$ cat config.mk
export PLATFORM = sky130hd
export DESIGN_NAME = stream_burst_source
export DESIGN_NICKNAME = d
export VERILOG_FILES = /design/src/rtl/stream_pkg.sv /design/src/rtl/stream_burst_source.sv
export SDC_FILE = /design/constraint.sdc
export NUM_CORES = 1
export LEC_CHECK = 0
export CORE_ASPECT_RATIO = 0.6
export CORE_MARGIN = 2
export CORE_UTILIZATION = 45
export CTS_CLUSTER_DIAMETER = 40
export DETAILED_ROUTE_END_ITERATION = 6
export PLACE_DENSITY = 0.88
export SYNTH_ARGS = -nofsm -noshare
export SYNTH_HDL_FRONTEND = slang
export SYNTH_SLANG_ARGS = --single-unit
$ cat constraint.sdc
create_clock -name clk -period 1.8 [get_ports clk]
set_clock_uncertainty 0.1 [all_clocks]
set_input_delay 0.54 -clock clk [delete_from_list [all_inputs] [get_ports clk]]
set_output_delay 0.54 -clock clk [all_outputs]
set_load 0.02 [all_outputs]
$ cat src/rtl/stream_pkg.sv
// Shared types for the stream burst source.
// Holds the burst FSM state encoding.
package stream_pkg;

    typedef enum logic [1:0] {
        ST_IDLE   = 2'd0,
        ST_SEND   = 2'd1,
        ST_FINISH = 2'd2
    } state_e;

endpackage

$ cat src/rtl/stream_burst_source.sv
// Arithmetic-progression burst generator on a valid/ready stream.
// Beat counter and data accumulator live inline with the FSM.
module stream_burst_source
    import stream_pkg::*;
#(
    parameter int DATA_WIDTH = 8,
    parameter int LEN_WIDTH  = 8
) (
    input  logic                  clk,
    input  logic                  reset,
    input  logic                  start,
    input  logic [DATA_WIDTH-1:0] start_value,
    input  logic [DATA_WIDTH-1:0] step,
    input  logic [LEN_WIDTH-1:0]  burst_len,
    input  logic                  pause,
    output logic [DATA_WIDTH-1:0] out_data,
    output logic                  out_valid,
    input  logic                  out_ready,
    output logic                  busy,
    output logic                  done
);

    localparam logic [LEN_WIDTH-1:0] LEN_ONE = LEN_WIDTH'(1);

    state_e                  state_q;
    logic [DATA_WIDTH-1:0]   data_q;
    logic [DATA_WIDTH-1:0]   data_d;
    logic [DATA_WIDTH-1:0]   step_q;
    logic [LEN_WIDTH-1:0]    left_q;
    logic                    valid_q;
    logic                    busy_q;
    logic                    done_q;
    logic                    xfer;

    assign xfer   = valid_q & out_ready;
    // Carry out of the add is dropped so the sequence wraps.
    assign data_d = data_q + step_q;

    always_ff @(posedge clk) begin
        if (reset) begin
            state_q <= ST_IDLE;
            data_q  <= '0;
            step_q  <= '0;
            left_q  <= '0;
            valid_q <= 1'b0;
            busy_q  <= 1'b0;
            done_q  <= 1'b0;
        end else begin
            done_q <= 1'b0;
            unique case (state_q)
                ST_IDLE: begin
                    if (start) begin
                        data_q <= start_value;
                        step_q <= step;
                        left_q <= burst_len;
                        busy_q <= 1'b1;
                        if (burst_len == '0) begin
                            state_q <= ST_FINISH;
                            done_q  <= 1'b1;
                        end else begin
                            state_q <= ST_SEND;
                            valid_q <= ~pause;
                        end
                    end
                end
                ST_SEND: begin
                    if (xfer) begin
                        if (left_q == LEN_ONE) begin
                            state_q <= ST_FINISH;
                            valid_q <= 1'b0;
                            done_q  <= 1'b1;
                            left_q  <= '0;
                        end else begin
                            left_q  <= left_q - LEN_ONE;
                            data_q  <= data_d;
                            valid_q <= ~pause;
                        end
                    end else if (!valid_q && !pause) begin
                        // Pending beat waited out a pause.
                        valid_q <= 1'b1;
                    end
                end
                ST_FINISH: begin
                    state_q <= ST_IDLE;
                    busy_q  <= 1'b0;
                end
                default: begin
                    state_q <= ST_IDLE;
                    valid_q <= 1'b0;
                    busy_q  <= 1'b0;
                end
            endcase
        end
    end

    assign out_data  = data_q;
    assign out_valid = valid_q;
    assign busy      = busy_q;
    assign done      = done_q;

endmodule

# Word-level counts from Yosys, hierarchy flattened
# Index checks and enable logic that the tools add are counted.
[word_totals]
ff_bits = 29
inputBits = 29
output_inout_bits = 11
wordCells = 60
[classes]
addsub = 2
n_eq_ne = 9
n_mux = 26
bitwise = 4
reduce_logical = 12
[op_table]
columns = ["operator", "count"]
rows = [
  ["$mux W8", 6],
  ["$pmux W8 S2", 2],
  ["$mux W1", 10],
  ["$ne A2 B2 Y1 const B", 5],
  ["$add A8 B8 Y8", 1],
  ["$eq A8 B1 Y1 const B", 1],
  ["$logic_not A8 Y1", 1],
  ["$mux W2", 4],
  ["$reduce_and A4 Y1", 2],
  ["$sub A8 B1 Y8 const B", 1],
  ["$reduce_and A3 Y1", 2],
  ["$pmux W1 S2", 2],
  ["$pmux W2 S2", 1],
  ["$reduce_and A2 Y1", 2],
  ["$ne A3 B3 Y1 const B", 1],
  ["$not A1 Y1", 3],
  ["$pmux W1 S3", 1],
  ["$eq A2 B1 Y1 const B", 1],
  ["$eq A2 B2 Y1 const B", 1],
  ["$logic_not A1 Y1", 2],
  ["$logic_not A2 Y1", 1],
  ["$reduce_bool A2 Y1", 1],
  ["$and A1 B1 Y1", 1],
  ["$logic_and A1 B1 Y1", 1],
]

# Depth between registers and ports, before layout
[depth]
depth_word = 5
ltp_mapped = 8
mapped_depth_nobuf = 8

# Worst setup path before layout
# Ideal clock, no wire load.
[synth_timing]
path_kind = "register to register"
start = "register data_q[0] (netlist: out_data[0])"
end = "register data_q[6] (netlist: out_data[6])"
setup_time_ns = 0.127
arrival_time_ns = 1.770
t_required_ns = 1.573
path_slack_ns = -0.198
path_stages_with_launch = 9
path_buffers = 0
synth_period_minus_slack_ns = 1.998
cell_sequence = "dfxtp_1 ha_1 inv_1 fa_1 nor2b_1 o31a_1 nor4b_1 o31ai_1 a31oi_1"
[synth_via]
elab_chain_cells = 4
[synth_lines]
columns = ["element", "line_no", "source"]
rows = [
  ["from (decl)", "stream_burst_source.sv:26", "logic [DATA_WIDTH-1:0] data_q;"],
  ["from (signal assigned)", "stream_burst_source.sv:53", "data_q <= start_value;"],
  ["from (signal assigned)", "stream_burst_source.sv:75", "data_q <= data_d;"],
  ["$add A8 B8 Y8", "stream_burst_source.sv:37", "assign data_d = data_q + step_q;"],
  ["$mux W8", "stream_burst_source.sv:68", "if (left_q == LEN_ONE) begin"],
  ["$mux W8", "stream_burst_source.sv:67", "if (xfer) begin"],
  ["$pmux W8 S2", "stream_burst_source.sv:50", "unique case (state_q)"],
]
# No other way between the ends. The select of a mux whose other input is x is not followed.
# A chain may end at the register's enable or synchronous reset.

# Final worst setup path
[layout_timing]
start = "register step_q[0]"
end = "register data_q[6] (netlist: out_data[6])"
[layout_via]
elab_chain_cells = 4
[layout_lines]
columns = ["element", "line_no", "source"]
rows = [
  ["from (decl)", "stream_burst_source.sv:28", "logic [DATA_WIDTH-1:0] step_q;"],
  ["from (signal assigned)", "stream_burst_source.sv:54", "step_q <= step;"],
  ["$add A8 B8 Y8", "stream_burst_source.sv:37", ""],
  ["$mux W8", "stream_burst_source.sv:68", ""],
  ["$mux W8", "stream_burst_source.sv:67", ""],
  ["$pmux W8 S2", "stream_burst_source.sv:50", ""],
]
# No other way between the ends. The select of a mux whose other input is x is not followed.

==> out/qor.json <==
{
  "avgViaCountPerCell": {"value": 5.81},
  "routed_wl": {"value": 5730, "unit": "µm"},
  "unrepaired_setup_endpoints_after_global_routing": {"value": "true"},
  "htreeDepth": {"value": 2},
  "result_of_the_run": {"value": "finished, violations left"},
  "max-slew-margin-rel": {"value": 75.3, "unit": "%"},
  "drv.max_cap_violation_count": {"value": 0},
  "worst_slew_pin_slew": {"value": 0.370, "unit": "ns"},
  "finalInstanceArea": {"value": 2780, "unit": "µm²"},
  "first_global_vias": {"value": 1962},
  "synthMostInstantiatedCell": {"value": "nand2_1"},
  "place.detailed.instances": {"value": 342},
  "yosys_most_used_dff": {"value": "dfxtp_1"},
  "floorplan.die.width": {"value": 84.6, "unit": "µm"},
  "setup_viol": {"value": 4},
  "num_antenna_cells": {"value": 0},
  "clk_root_buffer_cell": {"value": "clkbuf_8"},
  "grt-ovfl-total": {"value": 0},
  "place_area": {"value": 2490, "unit": "µm²"},
  "dp_hpwl": {"value": 4020, "unit": "µm"},
  "avg_wl_per_cell": {"value": 16.0, "unit": "µm"},
  "highest_clock_rate": {"value": 0.531, "unit": "GHz"},
  "insertion_delay": {"value": 0.29, "unit": "ns"},
  "postLayoutCoreUtil": {"value": 75.0, "unit": "%"},
  "peakVddDrop": {"value": 757, "unit": "µV"},
  "postRouteAntennaNets": {"value": 0},
  "final.period_utilization": {"value": 105, "unit": "%"},
  "ios": {"value": 40},
  "core": {"value": 3700, "unit": "µm²"},
  "core.rowCount": {"value": 17},
  "grt_start_max_net_pins": {"value": 13},
  "worst_setup_path_start_kind": {"value": "flop"},
  "cts_buffer_depth": {"value": 2},
  "clkSinkCount": {"value": 29},
  "detail_route.iter0.violations": {"value": 122},
  "design.final.nets": {"value": 348},
  "violations_in_the_final_reports": {"value": "negative setup slack"},
  "areaGrowthSynthToFinish": {"value": 58.3, "unit": "%"},
  "gp_routability_congestion": {"value": 0.954},
  "synth_edf_count": {"value": 0},
  "critPathCaptureType": {"value": "flop"},
  "clk_transition_reported_paths": {"value": 0.06, "unit": "ns"},
  "final-instance-count-excl-fill": {"value": 357},
  "cts-buffers-inserted": {"value": 5},
  "synth_largest_type_area_fraction": {"value": 33.1, "unit": "%"},
  "clock_tree_from_tritoncts": {"value": "done"},
  "synth.ff_latch_count": {"value": 29},
  "netlist.top_cell.by_area": {"value": "dfxtp_1"},
  "syn_avg_cell_area": {"value": 7.76, "unit": "µm²"},
  "die_area": {"value": 4430, "unit": "µm²"},
  "critPathArrivalTime": {"value": 1.96, "unit": "ns"},
  "yosys.cell_types.count": {"value": 45},
  "finalWorstSetupSlack": {"value": -0.0836, "unit": "ns"},
  "hold_viol_final": {"value": 0},
  "synth_seq_area_share": {"value": 33.1, "unit": "%"},
  "number_of_buffers_added_to_fix_hold_violations_after_cts": {"value": 0},
  "post_synth_most_frequent_cells": {"value": "nand2_1 (33), dfxtp_1 (29), a21oi_1 (21), nor2_1 (21), o21ai_0 (20)"},
  "ys_top_cells_by_area": {"value": "dfxtp_1 (33%), nand2_1 (7.1%), ha_1 (6.4%), a21oi_1 (6.0%), o21ai_0 (5.7%)"},
  "post_synth_arst_share": {"value": 0, "unit": "%"},
  "worstPathMaxFanout": {"value": 3},
  "worst_hold_path.num_cells": {"value": 2},
  "mappedNetlistArea": {"value": 1750, "unit": "µm²"},
  "power_per_cell_area": {"value": 789, "unit": "nW/µm²"},
  "tmin_final": {"value": 1.88, "unit": "ns"},
  "grt_pass1_wl": {"value": 8740, "unit": "µm"},
  "worstHoldPathType": {"value": "flop to flop"},
  "drive_above_1_share": {"value": 29.4, "unit": "%"},
  "yosysWarningCount": {"value": 0},
  "post_route_drc_violation_count": {"value": 0},
  "portBuffers": {"value": 39},
  "finalHoldWorstSlack": {"value": 0.363, "unit": "ns"},
  "reg2reg_depth": {"value": 8},
  "timing_worst_setup_path_type": {"value": "flop to flop"},
  "detailedRoute.firstPassIterationCount": {"value": 5},
  "die_h": {"value": 52.3, "unit": "µm"},
  "start_util": {"value": 47.4, "unit": "%"},
  "worst_ep_required_time": {"value": 1.87, "unit": "ns"},
  "leakage": {"value": 1.20, "unit": "nW"},
  "route.vias.total": {"value": 2075},
  "number_of_antenna_violations_at_the_first_check_in_global_routing": {"value": 0},
  "postSynthNetCount": {"value": 265},
  "slew_viol_final": {"value": 0},
  "gr-usage-all-layers": {"value": 25.5, "unit": "%"},
  "syn-instance-count": {"value": 226}
}
==> sequential cells by signal (all words and copies together) (netlist names) <==
| name | flops |
|---|---|
| state_q | 2 |
| done | 1 |
| left_q | 8 |
| out_data | 8 |
| out_valid | 1 |
| busy | 1 |
| step_q | 8 |
==> routing by layer <==
| metal | vias up | GRT usage [%] | routed length (µm) |
|---|---|---|---|
| li1 | 986 | - | - |
| met4 | 0 | 11.4 | 165 |
| met1 | 951 | 31.8 | 2510 |
| met3 | 20 | 5.35 | 418 |
| met5 | - | 0 | 0 |
| met2 | 118 | 43.3 | 2630 |
==> area by class of cell <==
| class | instances | area [µm²] |
|---|---|---|
| clock inverter | 1 | 30.0 |
| sequential | 29 | 592 |
| timing repair buffer | 85 | 737 |
| clock buffer | 7 | 86.3 |
| multi-input combinational | 179 | 1240 |
| fill | 279 | 926 |
| inverter | 9 | 33.8 |
| tap | 47 | 58.8 |
==> cells by family after synthesis <==
group / share of synthesized area, %
buffers and inverters: 4.43
AO/OA/AOI/OAI: 29.3
multiplexers: 0.571
XOR/XNOR: 0.500
adder cells (fa/ha/maj): 7.57
flip-flops: 33.1
AND/OR/NAND/NOR: 24.6
==> cell usage in the layout (no fill, tap or decap), types with 4 or more instances in the layout <==
master           instances
o21ai_0                 15
a211oi_1                 4
o21ai_1                  4
clkdlybuf4s50_1         25
dfxtp_2                  6
a21oi_1                 20
dlygate4sd2_1           10
nand2b_1                 4
nor2_1                  21
buf_4                   43
a32o_1                   6
ha_1                     6
nor3_1                   4
inv_1                    7
dfxtp_1                 22
nand2_1                 32
clkbuf_8                 6
==> critical path, stage by stage (launching register included) <==
cell and delay, ns:
dfxtp_2 0.37, ha_4 0.15, inv_2 0.04, fa_2 0.34
nor2b_2 0.14, o31a_1 0.19, nor4b_1 0.07, o31ai_1 0.25
a31oi_1 0.11
==> final timing paths <==
path	from	endpoint	slack [ns]
setup / recovery	step_q[0]	out_data[6]	-0.08
hold / removal	step_q[3]	step_q[3]	0.36
setup reg to reg	step_q[0]	out_data[6]	-0.08
hold reg to reg	step_q[3]	step_q[3]	0.36
==> where the power goes <==
part	total, mW	leakage [nW]	internal, mW	switching (mW)
Sequential	0.762	0.241	0.702	0.0601
Clock	0.710	0.0585	0.451	0.259
Combinational	0.717	0.902	0.352	0.365
==> metrics by stage <==
stage	setup slack, ns	setup TNS [ns]	power, mW
5_1_grt	-0.156	-0.432	2.29
4_1_cts	-0.0617	-0.0617	2.13
3_5_place_dp	-0.380	-6.98	1.41
6_report	-0.0836	-0.152	2.19
2_1_floorplan	0.0153	0	1.12
3_3_place_gp	-0.314	-6.00	1.39
==> timing repair <==
action,in CTS,in global routing
resized for setup,24,29
buffers inserted,2,4
endpoints found under the setup margin,19,25
pin swaps,12,10
cloned,0,1
Note: power is estimated with default switching activity, not from simulation.
